## config.mk

```make
export PLATFORM = sky130hd
export DESIGN_NAME = i2s_tdm_core_flat
export DESIGN_NICKNAME = d
export VERILOG_FILES = /design/src/rtl/i2s_pkg.sv /design/src/rtl/i2s_tdm_core_if.sv /design/src/rtl/i2s_clk_gen.sv /design/src/rtl/i2s_tdm_core.sv /design/src/flat_wrapper.sv
export SDC_FILE = /design/constraint.sdc
export NUM_CORES = 1
export LEC_CHECK = 0
export CORE_MARGIN = 2
export CORE_UTILIZATION = 44
export DETAILED_ROUTE_END_ITERATION = 12
export PLACE_DENSITY = 0.69
export SKIP_CTS_REPAIR_TIMING = 1
export SLEW_MARGIN = 20
export SYNTH_ARGS = -nofsm -noshare
export SYNTH_HDL_FRONTEND = slang
export SYNTH_SLANG_ARGS = --single-unit
```

## constraint.sdc

```tcl
create_clock -name clk -period 6.9 [get_ports clk]
set_input_delay 1.38 -clock clk [delete_from_list [all_inputs] [get_ports clk]]
set_output_delay 1.38 -clock clk [all_outputs]
set_load 0.02 [all_outputs]
```

## src/rtl/i2s_pkg.sv

```systemverilog
// Shared I2S/TDM definitions: format encodings, latched per-frame config, parameter legality checks.
// Pure declarations, no logic.
package i2s_pkg;

    localparam logic FMT_I2S = 1'b0;
    localparam logic FMT_LJ  = 1'b1;

    typedef struct packed {
        logic fmt;
        logic mute;
        logic loopback;
    } cfg_t;

    function automatic bit clk_params_ok(input int mclk_sclk, input int sclk_ws);
        return (mclk_sclk >= 2) && (mclk_sclk % 2 == 0) && (sclk_ws >= 2);
    endfunction

    function automatic bit frame_params_ok(input int sclk_ws, input int d_width, input int channels);
        return (channels >= 2) && (channels % 2 == 0) && (sclk_ws % channels == 0) &&
               (d_width >= 1) && (d_width <= sclk_ws / channels - 1);
    endfunction

endpackage

```

## src/rtl/i2s_tdm_core_if.sv

```systemverilog
// Parallel sample side and serial pin side of the I2S/TDM core.
// master = core, slave = sample producer/consumer and serial peer.
interface i2s_tdm_core_if #(
    parameter int CHANNELS = 2,
    parameter int D_WIDTH  = 24
);
    logic                          sclk;
    logic                          ws;
    logic                          sd_tx;
    logic                          sd_rx;
    logic [CHANNELS*D_WIDTH-1:0]   tx_data;
    logic                          tx_load;
    logic [CHANNELS*D_WIDTH-1:0]   rx_data;
    logic                          rx_valid;

    modport master (
        output sclk, ws, sd_tx, tx_load, rx_data, rx_valid,
        input  sd_rx, tx_data
    );

    modport slave (
        input  sclk, ws, sd_tx, tx_load, rx_data, rx_valid,
        output sd_rx, tx_data
    );
endinterface

```

## src/rtl/i2s_clk_gen.sv

```systemverilog
// Bit/frame timing: sclk from mclk divider, ws, bit counter, rise/fall/frame strobes (strobe = edge happens at this clk).
// Latency: strobes combinational from div; sclk/ws/bit_cnt registered. No backpressure: free-running.
module i2s_clk_gen
    import i2s_pkg::*;
#(
    parameter  int MCLK_SCLK_RATIO = 4,
    parameter  int SCLK_WS_RATIO   = 64,
    localparam int BW              = $clog2(SCLK_WS_RATIO)
) (
    input  logic          clk,
    input  logic          reset,
    output logic          sclk,
    output logic          ws,
    output logic          rise_stb,
    output logic          fall_stb,
    output logic          frame_stb,
    output logic [BW-1:0] bit_cnt,
    output logic [BW-1:0] bit_nxt
);
    localparam int             DVW      = $clog2(MCLK_SCLK_RATIO);
    localparam logic [DVW-1:0] DIV_LAST = DVW'(MCLK_SCLK_RATIO - 1);
    localparam logic [DVW-1:0] DIV_RISE = DVW'(MCLK_SCLK_RATIO / 2 - 1);
    localparam logic [BW-1:0]  BIT_LAST = BW'(SCLK_WS_RATIO - 1);
    localparam logic [BW-1:0]  BIT_HALF = BW'(SCLK_WS_RATIO / 2);

    if (!clk_params_ok(MCLK_SCLK_RATIO, SCLK_WS_RATIO)) begin : g_bad_clk_params
        $error("i2s_clk_gen: illegal MCLK_SCLK_RATIO/SCLK_WS_RATIO");
    end

    logic [DVW-1:0] div;

    assign rise_stb  = (div == DIV_RISE);
    assign fall_stb  = (div == DIV_LAST);
    assign frame_stb = fall_stb && (bit_cnt == BIT_LAST);
    assign bit_nxt   = (bit_cnt == BIT_LAST) ? '0 : bit_cnt + 1'b1;

    always_ff @(posedge clk) begin
        if (reset) begin
            div     <= '0;
            sclk    <= 1'b0;
            ws      <= 1'b0;
            bit_cnt <= '0;
        end else begin
            div <= fall_stb ? '0 : div + 1'b1;
            if (rise_stb)
                sclk <= 1'b1;
            if (fall_stb) begin
                sclk    <= 1'b0;
                bit_cnt <= bit_nxt;
                ws      <= (bit_nxt >= BIT_HALF);
            end
        end
    end
endmodule

```

## src/rtl/i2s_tdm_core.sv

```systemverilog
// I2S/TDM master: shadows tx_data per frame and serialises it; deserialises sd_rx (or sd_tx in loopback) into rx_data.
// Latency: sample latched at boundary N goes out in frame N+1, rx shown at frame end. No backpressure: tx_load/rx_valid are pulses.
module i2s_tdm_core
    import i2s_pkg::*;
#(
    parameter int MCLK_SCLK_RATIO = 4,
    parameter int SCLK_WS_RATIO   = 64,
    parameter int D_WIDTH         = 24,
    parameter int CHANNELS        = 2
) (
    input  logic           clk,
    input  logic           reset,
    input  logic           fmt,
    input  logic           mute,
    input  logic           loopback,
    i2s_tdm_core_if.master bus
);
    localparam int SLOT_W = SCLK_WS_RATIO / CHANNELS;
    localparam int BW     = $clog2(SCLK_WS_RATIO);
    localparam int DW_ALL = CHANNELS * D_WIDTH;
    localparam int IW     = $clog2(DW_ALL);

    if (!frame_params_ok(SCLK_WS_RATIO, D_WIDTH, CHANNELS)) begin : g_bad_frame_params
        $error("i2s_tdm_core: illegal CHANNELS/D_WIDTH/SCLK_WS_RATIO");
    end

    logic              sclk, ws, rise_stb, fall_stb, frame_stb;
    logic [BW-1:0]     bit_cnt, bit_nxt;
    cfg_t              cfg_q, cfg_nxt;
    logic [DW_ALL-1:0] tx_shadow, tx_nxt, rx_shadow, rx_data_q;
    logic              sd_tx_q, tx_bit, rx_in, boundary_q;
    int                tx_pos, rx_pos;

    i2s_clk_gen #(
        .MCLK_SCLK_RATIO (MCLK_SCLK_RATIO),
        .SCLK_WS_RATIO   (SCLK_WS_RATIO)
    ) u_clk_gen (
        .clk       (clk),
        .reset     (reset),
        .sclk      (sclk),
        .ws        (ws),
        .rise_stb  (rise_stb),
        .fall_stb  (fall_stb),
        .frame_stb (frame_stb),
        .bit_cnt   (bit_cnt),
        .bit_nxt   (bit_nxt)
    );

    // Flat rx/tx vector index carried by serial bit b, or -1 for padding positions.
    function automatic int slot_pos(input int b, input logic f);
        int bit_idx;
        bit_idx = (b % SLOT_W) - ((f == FMT_I2S) ? 1 : 0);
        if (bit_idx < 0 || bit_idx >= D_WIDTH)
            return -1;
        return (b / SLOT_W) * D_WIDTH + (D_WIDTH - 1 - bit_idx);
    endfunction

    // The first bit of a frame must already see the config and samples latched at that same boundary.
    always_comb begin
        cfg_nxt = cfg_q;
        tx_nxt  = tx_shadow;
        if (frame_stb) begin
            cfg_nxt = '{fmt, mute, loopback};
            tx_nxt  = bus.tx_data;
        end
        tx_pos = slot_pos(int'(bit_nxt), cfg_nxt.fmt);
        tx_bit = (tx_pos >= 0) && !cfg_nxt.mute && tx_nxt[IW'(tx_pos)];
        rx_pos = slot_pos(int'(bit_cnt), cfg_q.fmt);
        rx_in  = cfg_q.loopback ? sd_tx_q : bus.sd_rx;
    end

    always_ff @(posedge clk) begin
        if (reset) begin
            cfg_q      <= '0;
            tx_shadow  <= '0;
            rx_shadow  <= '0;
            rx_data_q  <= '0;
            sd_tx_q    <= 1'b0;
            boundary_q <= 1'b0;
        end else begin
            boundary_q <= frame_stb;
            if (fall_stb)
                sd_tx_q <= tx_bit;
            if (frame_stb) begin
                cfg_q     <= cfg_nxt;
                tx_shadow <= tx_nxt;
                rx_data_q <= rx_shadow;
            end
            if (rise_stb && rx_pos >= 0)
                rx_shadow[IW'(rx_pos)] <= rx_in;
        end
    end

    assign bus.sclk     = sclk;
    assign bus.ws       = ws;
    assign bus.sd_tx    = sd_tx_q;
    assign bus.tx_load  = boundary_q;
    assign bus.rx_valid = boundary_q;
    assign bus.rx_data  = rx_data_q;
endmodule

```

## src/flat_wrapper.sv

```systemverilog
// flat-port wrapper written by rule: the top's interface ports become plain ports
module i2s_tdm_core_flat import i2s_pkg::*;
#(
    parameter int MCLK_SCLK_RATIO = 4,
    parameter int SCLK_WS_RATIO   = 64,
    parameter int D_WIDTH         = 24,
    parameter int CHANNELS        = 2
)
  (clk, reset, fmt, mute, loopback, bus_sclk, bus_ws, bus_sd_tx, bus_tx_load, bus_rx_data, bus_rx_valid, bus_sd_rx, bus_tx_data);
  i2s_tdm_core_if #(.CHANNELS(CHANNELS), .D_WIDTH(D_WIDTH)) bus_i ();
  input  logic clk;
  input  logic reset;
  input  logic fmt;
  input  logic mute;
  input  logic loopback;
  output wire logic [$bits(bus_i.sclk)-1:0] bus_sclk;
  output wire logic [$bits(bus_i.ws)-1:0] bus_ws;
  output wire logic [$bits(bus_i.sd_tx)-1:0] bus_sd_tx;
  output wire logic [$bits(bus_i.tx_load)-1:0] bus_tx_load;
  output wire logic [$bits(bus_i.rx_data)-1:0] bus_rx_data;
  output wire logic [$bits(bus_i.rx_valid)-1:0] bus_rx_valid;
  input wire logic [$bits(bus_i.sd_rx)-1:0] bus_sd_rx;
  input wire logic [$bits(bus_i.tx_data)-1:0] bus_tx_data;
  assign bus_sclk = bus_i.sclk;
  assign bus_ws = bus_i.ws;
  assign bus_sd_tx = bus_i.sd_tx;
  assign bus_tx_load = bus_i.tx_load;
  assign bus_rx_data = bus_i.rx_data;
  assign bus_rx_valid = bus_i.rx_valid;
  assign bus_i.sd_rx = bus_sd_rx;
  assign bus_i.tx_data = bus_tx_data;
  i2s_tdm_core #(.MCLK_SCLK_RATIO(MCLK_SCLK_RATIO), .SCLK_WS_RATIO(SCLK_WS_RATIO), .D_WIDTH(D_WIDTH), .CHANNELS(CHANNELS)) u_core (.clk(clk), .reset(reset), .fmt(fmt), .mute(mute), .loopback(loopback), .bus(bus_i));
endmodule
```

==> metrics.txt, run 1 <==
status finished clean; routed vias/inst 5.10; Placement Setup Slack roughly 1200 ps; Tot Pwr 1.97 mW; Die Y roughly 130 um; WS Path Type reg2reg; clock power share 45.7%; Residual DRC 0; Reg area about 3200 um2; Initial Util between 40% and 50%; first-pass GRT wire length between 20 and 30 mm; post-synthesis sequential area ratio a little under half; setup slack after layout about 1800 ps; Die ar. roughly 17000 um2; Clock Tree Buf Depth 2; overall routing resource usage between 20% and 30%; Total Nets Final approximately 1000; worst-skew pair later-pin latency 430 ps; largest net degree at the start of global routing 104; H-tree Lvls 4; Sinks on Clock Net around 160; area of the multi-input gates around 3400 um2; Sw Ratio approximately a quarter; #FFs+latches synth 158; cell with the largest stage delay on the worst path mux4_2; P&R area growth vs syn 23.9%; max-slew violations 0; EDFF count, synth 0; Combinational Power Share about 7.7%; DRT iter0 DRCs 459; WL final approximately 16 mm; port bufs approximately 110; Cells on Worst Hold Path 2; Max Clock Freq 0.198 GHz; synthesized instance count 870; Flop pwr share about 47%; PwrDens about 230 nW/um2; site row count 45; crit-path max cell delay 600 ps; global route overflow 0; Vias 5930; Worst Tran Pin Value approximately 1100 ps; Worst Hold Class reg2reg; crit path cell chain and3_4 -> and3_4 -> and2_4 -> mux2i_1 -> ha_1 -> ha_1 -> and2_1 -> ha_1 -> nor2_1 -> o2111ai_1 -> nand4b_2 -> or2_2 -> mux4_2 -> a2111oi_2 -> nand2_1 -> a21oi_1 -> o41ai_1; sw power between 0.4 and 0.5 mW; TritonCTS buffer count 17; Synth Flop Type dfxtp_1; Final period util roughly 73%; Max VDD drop 0.219 mV; Worst Setup End Kind flip-flop; RSZ-0062 raised after global routing no; Fillers 1431; CTS root buffer clkbuf_16; Int Pwr about 1.5 mW; share of layout cells above drive strength 1 under 10%; Clock Pin Slew Worst Setup and Hold Paths around 70 ps; post-DP HPWL about 11 mm; antenna violations before repair 0; Fin Setup TNS 0 ps; gpl congestion 0.823; vias in the first global route around 5500; post-synthesis cell type count 52; Mean Syn Cell Area between 8 and 9 um2; CTS tree done; Synth warnings 0; antenna viol nets, final 0; Core Box Area 15300 um2; number of diodes 0; async set-reset flop share out of synthesis 0%; final setup vio count 0; reg2reg path depth 17; Rel. slew slack roughly 28%; Worst setup SP type flip-flop; CP required ~7000 ps; Fin Clk Skew ~9.7 ps; TritonRoute pass-1 iters 5; leakage between 2 and 3 nW; syn nets around 940; WL/cell ~14 um; # Max-Cap Violations 0; crit-path most repeated cell ha_1; area leader, netlist dfxtp_1; Synth area leaders dfxtp_1 (45%), nand2_1 (13%), a21oi_1 (11%); CP Data Arrival Time 5360 ps; Final min period slightly above 5000 ps; top-area cell type share of the netlist area ~45%; Hold Fails Final Rpt 0; I/O pin count 107; Die W ~130 um; crit path max fanout 35; cell area after synthesis 6960 um2
[per-stage QoR]
step	hold slack, ps	utilization [%]	instances	instance area [um2]
6_report	442	56.4	1162	8630
5_1_grt	463	56.4	1162	8630
4_1_cts	447	56.4	1162	8630
3_5_place_dp	442	52.6	1130	8060
3_3_place_gp	440	52.6	1130	8060
2_1_floorplan	427	-	870	6960
[logic make-up (layout without fill, tap and decap cells)]
group	count (synthesis)	after routing	share of synthesized area, %
compound gates	181	181	14.0
xor+xnor	9	9	1.13
fa+ha+maj	20	20	3.81
buf+inv	87	168	5.37
flops	158	158	45.4
mux	23	23	5.68
simple gates	392	392	24.6
[state kept, by name, indices dropped and copies added, names as in the netlist]
| name | count |
|---|---|
| u_core.u_clk_gen.sclk | 1 |
| u_core.u_clk_gen.bit_cnt | 5 |
| u_core.bus.sd_tx | 1 |
| u_core.bus.rx_data | 48 |
| u_core.tx_shadow | 48 |
| u_core.cfg_q | 3 |
| u_core.u_clk_gen.div | 2 |
| u_core.bus.rx_valid | 1 |
| u_core.rx_shadow | 48 |
| u_core.u_clk_gen.ws | 1 |
[path summary, 6_finish.rpt]
kind	from	endpoint	slack, ps
setup / recovery	u_core.u_clk_gen.bit_cnt[2]	u_core.bus.sd_tx	1850
hold / removal	u_core.rx_shadow[36]	u_core.bus.rx_data[36]	440
setup reg to reg	u_core.u_clk_gen.bit_cnt[2]	u_core.bus.sd_tx	1850
hold reg to reg	u_core.rx_shadow[36]	u_core.bus.rx_data[36]	440
[placed cells by master (no fill, tap or decap), types with 3 or more instances in the layout]
| cell | n |
|---|---|
| nand3_1 | 5 |
| clkbuf_16 | 17 |
| clkinv_4 | 4 |
| buf_4 | 8 |
| nor3b_1 | 5 |
| xnor2_1 | 5 |
| xor2_1 | 4 |
| o211ai_1 | 5 |
| clkinvlp_4 | 3 |
| a21oi_1 | 155 |
| and3b_1 | 3 |
| and2_1 | 3 |
| nand2_1 | 240 |
| o21ai_0 | 6 |
| nor2b_1 | 19 |
| nor3_1 | 35 |
| or2_2 | 5 |
| nor2_1 | 59 |
| clkdlybuf4s50_1 | 105 |
| inv_1 | 23 |
| ha_1 | 18 |
| dfxtp_1 | 158 |
| mux4_2 | 13 |
| mux2i_1 | 8 |
[layer usage]
layer  vias to the layer above  GRT usage (%)  routed length (um)  part of all wire (%)
li1                       3039              -                   -                     -
met1                      2704           27.1                7630                    46
met2                       163           32.0                7670                    47
met3                        24           5.62                 949                   5.8
met4                         0           6.33                 221                   1.3
met5                         -              0                   0                     0
[synthesized netlist by cell type, types with 4 or more instances]
| cell type | count |
|---|---|
| o211ai_1 | 5 |
| nor3_1 | 35 |
| nor3b_1 | 5 |
| mux4_2 | 13 |
| dfxtp_1 | 158 |
| ha_1 | 18 |
| xnor2_1 | 5 |
| nor2b_1 | 19 |
| xor2_1 | 4 |
| mux2i_1 | 8 |
| nand3_1 | 5 |
| a21oi_1 | 155 |
| o21ai_0 | 6 |
| or2_2 | 4 |
| clkbuf_1 | 48 |
| inv_1 | 23 |
| nor2_1 | 59 |
| buf_6 | 5 |
| buf_1 | 7 |
| nand2_1 | 241 |
[area by class of cell]
type | instances | share of cell area (%)
Clock buffer | 21 | 5.33
Clock inverter | 11 | 1.28
Inverter | 23 | 1.00
Multi-Input combinational cell | 625 | 39.8
Sequential cell | 158 | 36.6
Tap cell | 211 | 3.06
Timing Repair Buffer | 113 | 12.9
[power groups by stage]
stage	Combinational, mW	Clock [mW]	Sequential (mW)
floorplan	0.0906	0	0.939
global placement	0.150	0	0.938
detailed placement	0.151	0	0.938
CTS	0.152	0.922	0.918
global route	0.166	0.961	0.918
finish	0.152	0.901	0.918
[critical path, delay by kind of cell (launching register included)]
family | cells | cell delay [ps]
and+or+nand+nor | 8 | 2060
muxes | 2 | 920
AOI/OAI and AO/OA | 4 | 750
adders and majority gates | 3 | 640
DFF | 1 | 540
(Power assumes the default switching activity.)
==> inputs of run 2 (changes only) <==
Clock period 6.9 ns to 4.77 ns, I/O delays scaled along.
==> run 2 against run 1 <==
Combinational power increased by 48%. Final cell count increased by 0.69%. Global-route usage decreased by 0.24 points. Sequential power increased by 45%. Register-to-register slack worse by 1400 ps. Critical path type unchanged. Count of clock-buffer cells in the layout did not move. Core utilization increased by 0.69 points. Die area is the same. Largest power group is now clock. Critical endpoint unchanged.
==> metrics.txt, run 2 (synthesized netlist as in run 1, its figures left out) <==
CTS root buffer clkbuf_16; overall routing resource usage about 20%; Fin Setup TNS 0 ps; CTS tree done; WL/cell around 14 um; Max Clock Freq ~0.23 GHz; CP Data Arrival Time ~4700 ps; largest net degree at the start of global routing 63; vias in the first global route 5489; Worst setup SP type flip-flop; antenna violations before repair 0; Worst Tran Pin Value approximately 1000 ps; site row count 45; max-slew violations 0; I/O pin count 107; CP required 5090 ps; status finished clean; Clock Tree Buf Depth 2; Clock Pin Slew Worst Setup and Hold Paths roughly 60 ps; Final period util roughly nine tenths; Worst Setup End Kind flip-flop; H-tree Lvls 4; Core Box Area about 15000 um2; Die ar. 16900 um2; Final min period ~4300 ps; Total Nets Final ~1000; post-DP HPWL about 11 mm; antenna viol nets, final 0; # Max-Cap Violations 0; port bufs ~110; share of layout cells above drive strength 1 7.82%; TritonCTS buffer count 17; first-pass GRT wire length around 27 mm; most common cell after layout, fill and taps aside nand2_1; worst-skew pair later-pin latency approximately 430 ps; Tot Pwr approximately 3.0 mW; RSZ-0062 raised after global routing no; Fin Clk Skew 9.81 ps; gpl congestion around 0.90; WL final about 16 mm; most frequent cells in the layout nand2_1 (240), dfxtp_1 (158), a21oi_1 (155); global route overflow 0; Rel. slew slack about a third; P&R area growth vs syn 25.5%; routed vias/inst 5.08; leakage between 3 and 4 nW; Initial Util about 45%; Worst Hold Class reg2reg; Max VDD drop ~0.28 mV; Die Y about 130 um; WS Path Type reg2reg; Hold Fails Final Rpt 0; reg2reg setup slack roughly 420 ps; TritonRoute pass-1 iters 4; DRT iter0 DRCs 341; number of diodes 0; crit path max fanout 7; Sinks on Clock Net 158; final setup vio count 0; PwrDens 339 nW/um2; Residual DRC 0; Die W roughly 130 um; Vias 5939
## run 2: cell count changes in the layout (fill, tap and decap cells not counted), sizes merged
cell / before / now
buf: 8 / 16
bufinv: 1 / 3
clkinv: 5 / 3
clkinvlp: 3 / 1
inv: 25 / 27
## run 2: routing by layer
metal | track usage (%) | routed length, um
met5 | 0 | 0
met4 | 7.59 | 319
met1 | 26.4 | 7610
met3 | 4.39 | 805
met2 | 32.2 | 7740
## run 2: cell type report
type                            count  area, um2
Fill cell                        1438       6580
Multi-Input combinational cell    625       3440
Sequential cell                   158       3160
Clock buffer                       21        460
Inverter                           23       86.3
Timing Repair Buffer              121       1170
Clock inverter                     11        155
Tap cell                          211        264
## run 2: where the power goes
part	internal, mW	switching [mW]
clock	0.858	0.552
sequential	1.32	0.00404
combinational	0.104	0.121
total	2.29	0.677
## run 2: worst paths after layout
kind / cells after the start / end / start
setup / recovery: 18 / u_core.bus.sd_tx / u_core.u_clk_gen.bit_cnt[1]
hold / removal: 2 / u_core.bus.rx_data[44] / u_core.rx_shadow[44]
setup reg to reg: 18 / u_core.bus.sd_tx / u_core.u_clk_gen.bit_cnt[1]
hold reg to reg: 2 / u_core.bus.rx_data[44] / u_core.rx_shadow[44]
## run 2: stage by stage
stage                     instances  instance area (um2)  hold WS (ps)  worst slack [ps]  util [%]
after floorplan                 870                 6970           427              27.9         -
after global placement         1138                 8120           436               275      53.0
after detailed placement       1138                 8120           438               206      53.0
after CTS                      1170                 8740           447               405      57.1
after global routing           1170                 8740           468              43.0      57.1
final                          1170                 8740           446               423      57.1
## run 2: worst max-delay path, stage by stage, from the launching register on
cell and delay (ps):
dfxtp_1 440, ha_1 340, and3_4 290, and2_4 160, mux2i_1 230, ha_1 200, ha_1 190, and2_1 160
ha_1 250, nor2_1 130, o2111ai_1 140, nand4b_2 140, or2_1 300, buf_4 240, mux4_2 520, mux2i_1 160
nor2_1 60, o211ai_1 170, o41ai_1 100
==> inputs of run 3 (changes only) <==
Settings changed: PLACE_DENSITY 0.69 to 0.72.
Clock period 4.77 ns to 3.6 ns, I/O delays scaled along.
==> run 3 against run 2 <==
The flow now finishes with violations (setup timing). First-iteration DRC count is 17% higher. Design area is 5.7% higher. Setup slack worse by 510 ps. Power is 35% higher. Register-to-register slack worse by 510 ps. Via count is 4.6% higher. Sequential share of layout area is 1.9 points lower. Routed wire length is 4.9% higher. Final cell count is 3.1% higher. Die area stayed put. Clock power is 33% higher. Sequential power is 32% higher. Largest cell class unchanged. Highest routed layer unchanged.
==> metrics.txt, run 3 (synthesized netlist as in run 1, its figures left out) <==
Worst Tran Pin Value just under 800 ps; Final period util 102%; HP Start u_core.rx_shadow[38]; Clock Pin Slew Worst Setup and Hold Paths 60 ps; overall routing resource usage between 20% and 30%; Total Nets Final about 1100; antenna viol nets, final 0; setup slack after layout -84.7 ps; largest net degree at the start of global routing 126; crit path max fanout 2; PwrDens approximately 430 nW/um2; TritonCTS buffer count 17; Worst Hold Class reg2reg; gpl congestion 0.865; status finished with violations; Sinks on Clock Net 158; most common cell after layout, fill and taps aside nand2_1; Hold Fails Final Rpt 0; Rel. slew slack between 40 and 50%; Clock Tree Buf Depth 2; vias in the first global route slightly below 6000; number of diodes 0; Fillers about 1400; Cells on Worst Hold Path 2; Worst setup SP type flip-flop; antenna violations before repair 0; Worst Setup End Kind flip-flop; first-pass GRT wire length approximately 28 mm; final core occ 60.3%; WL/cell 14.3 um; worst-skew pair later-pin latency 420 ps; Final min period approximately 3700 ps; max-slew violations 0; Reg area 3170 um2; Die Y 130 um; site row count 45; CTS tree done; Fin Clk Skew just under 8 ps; routed vias/inst ~5; RSZ-0062 raised after global routing yes; failing checks setup timing; crit path from u_core.u_clk_gen.bit_cnt[1]; Die W between 100 and 150 um; Max Clock Freq roughly 0.27 GHz; area of the multi-input gates ~3600 um2; final instance area roughly 9200 um2; CP Data Arrival Time around 4000 ps; most frequent cells in the layout nand2_1 (239), a21oi_1 (153), dfxtp_1 (153); placed cell area around 8400 um2; WL final between 15 and 20 mm; Max VDD drop a little over 0.4 mV; Initial Util 45.5%; Die ar. between 15000 and 20000 um2; P&R area growth vs syn 32.7%; reg2reg path depth 20; DRT iter0 DRCs ~400; post-DP HPWL between 10 and 15 mm; final setup vio count 1; H-tree Lvls 4; WS Path Type reg2reg; Vias just over 6000; port bufs 106; Core Box Area roughly 15000 um2; global route overflow 0; Residual DRC 0; leakage ~3.3 nW; CP required just under 4000 ps; Reg2Reg Launch Point u_core.u_clk_gen.bit_cnt[1]; share of layout cells above drive strength 1 14.7%; TritonRoute pass-1 iters 6; I/O pin count about 110; # Max-Cap Violations 0; CTS root buffer clkbuf_16
[run 3: changes by cell type in the layout (fill, tap and decap cells not counted), moves of 4 or more]
cell	previous run	this run
ha_1	18	9
buf_4	16	46
nor2_1	59	55
dfxtp_1	158	153
ha_4	0	5
ha_2	0	4
dfxtp_2	0	4
[run 3: critical path, stage by stage (launching register included)]
cell and delay, ps:
dfxtp_4 350, ha_4 160, and3_4 170, and2_4 170, mux2i_4 190, ha_2 210, ha_4 160, and2_4 140
ha_4 280, inv_2 40, ha_4 190, inv_1 50, ha_2 180, inv_2 40, fa_1 550, buf_4 110
nand3b_1 90, a21oi_2 110, nand2_1 60, o211ai_1 240, o41ai_2 80
[run 3: power by group]
part	internal [mW]	total (mW)	switching (mW)
registers	1.75	1.76	0.00385
clock network	1.12	1.87	0.750
logic	0.189	0.377	0.188
total	3.07	4.01	0.943
[run 3: worst paths after layout]
check | end | slack (ps)
setup / recovery | u_core.bus.sd_tx | -80
hold reg to reg | u_core.bus.rx_data[38] | 450
setup reg to reg | u_core.bus.sd_tx | -80
hold / removal | u_core.bus.rx_data[38] | 450
[run 3: per-layer routing]
metal  wire, um  share of wire (%)  track usage [%]
met1       7670                 44             26.9
met4        320                1.9             6.26
met5          0                  0                0
met3       1040                6.0             4.84
met2       8240                 48             33.8
[run 3: final cells by class]
cell class                 count  share of cell area, %
sequential                   158                   34.3
clock buffer                  18                   4.75
tap                          211                   2.86
multi-input combinational    625                   39.2
clock inverter                14                   1.95
timing repair buffer         157                   16.0
inverter                      23                  0.934
[run 3: metrics by stage]
step,worst slack (ps),std cells,total power [mW],hold WS [ps],setup TNS [ps]
finish,-84.7,1206,4.01,446,-84.7
global route,-210,1206,4.15,462,-556
CTS,-229,1201,4.01,447,-229
detailed placement,-461,1169,2.13,438,-461
global placement,-415,1169,2.13,436,-415
floorplan,-649,870,1.98,427,-649
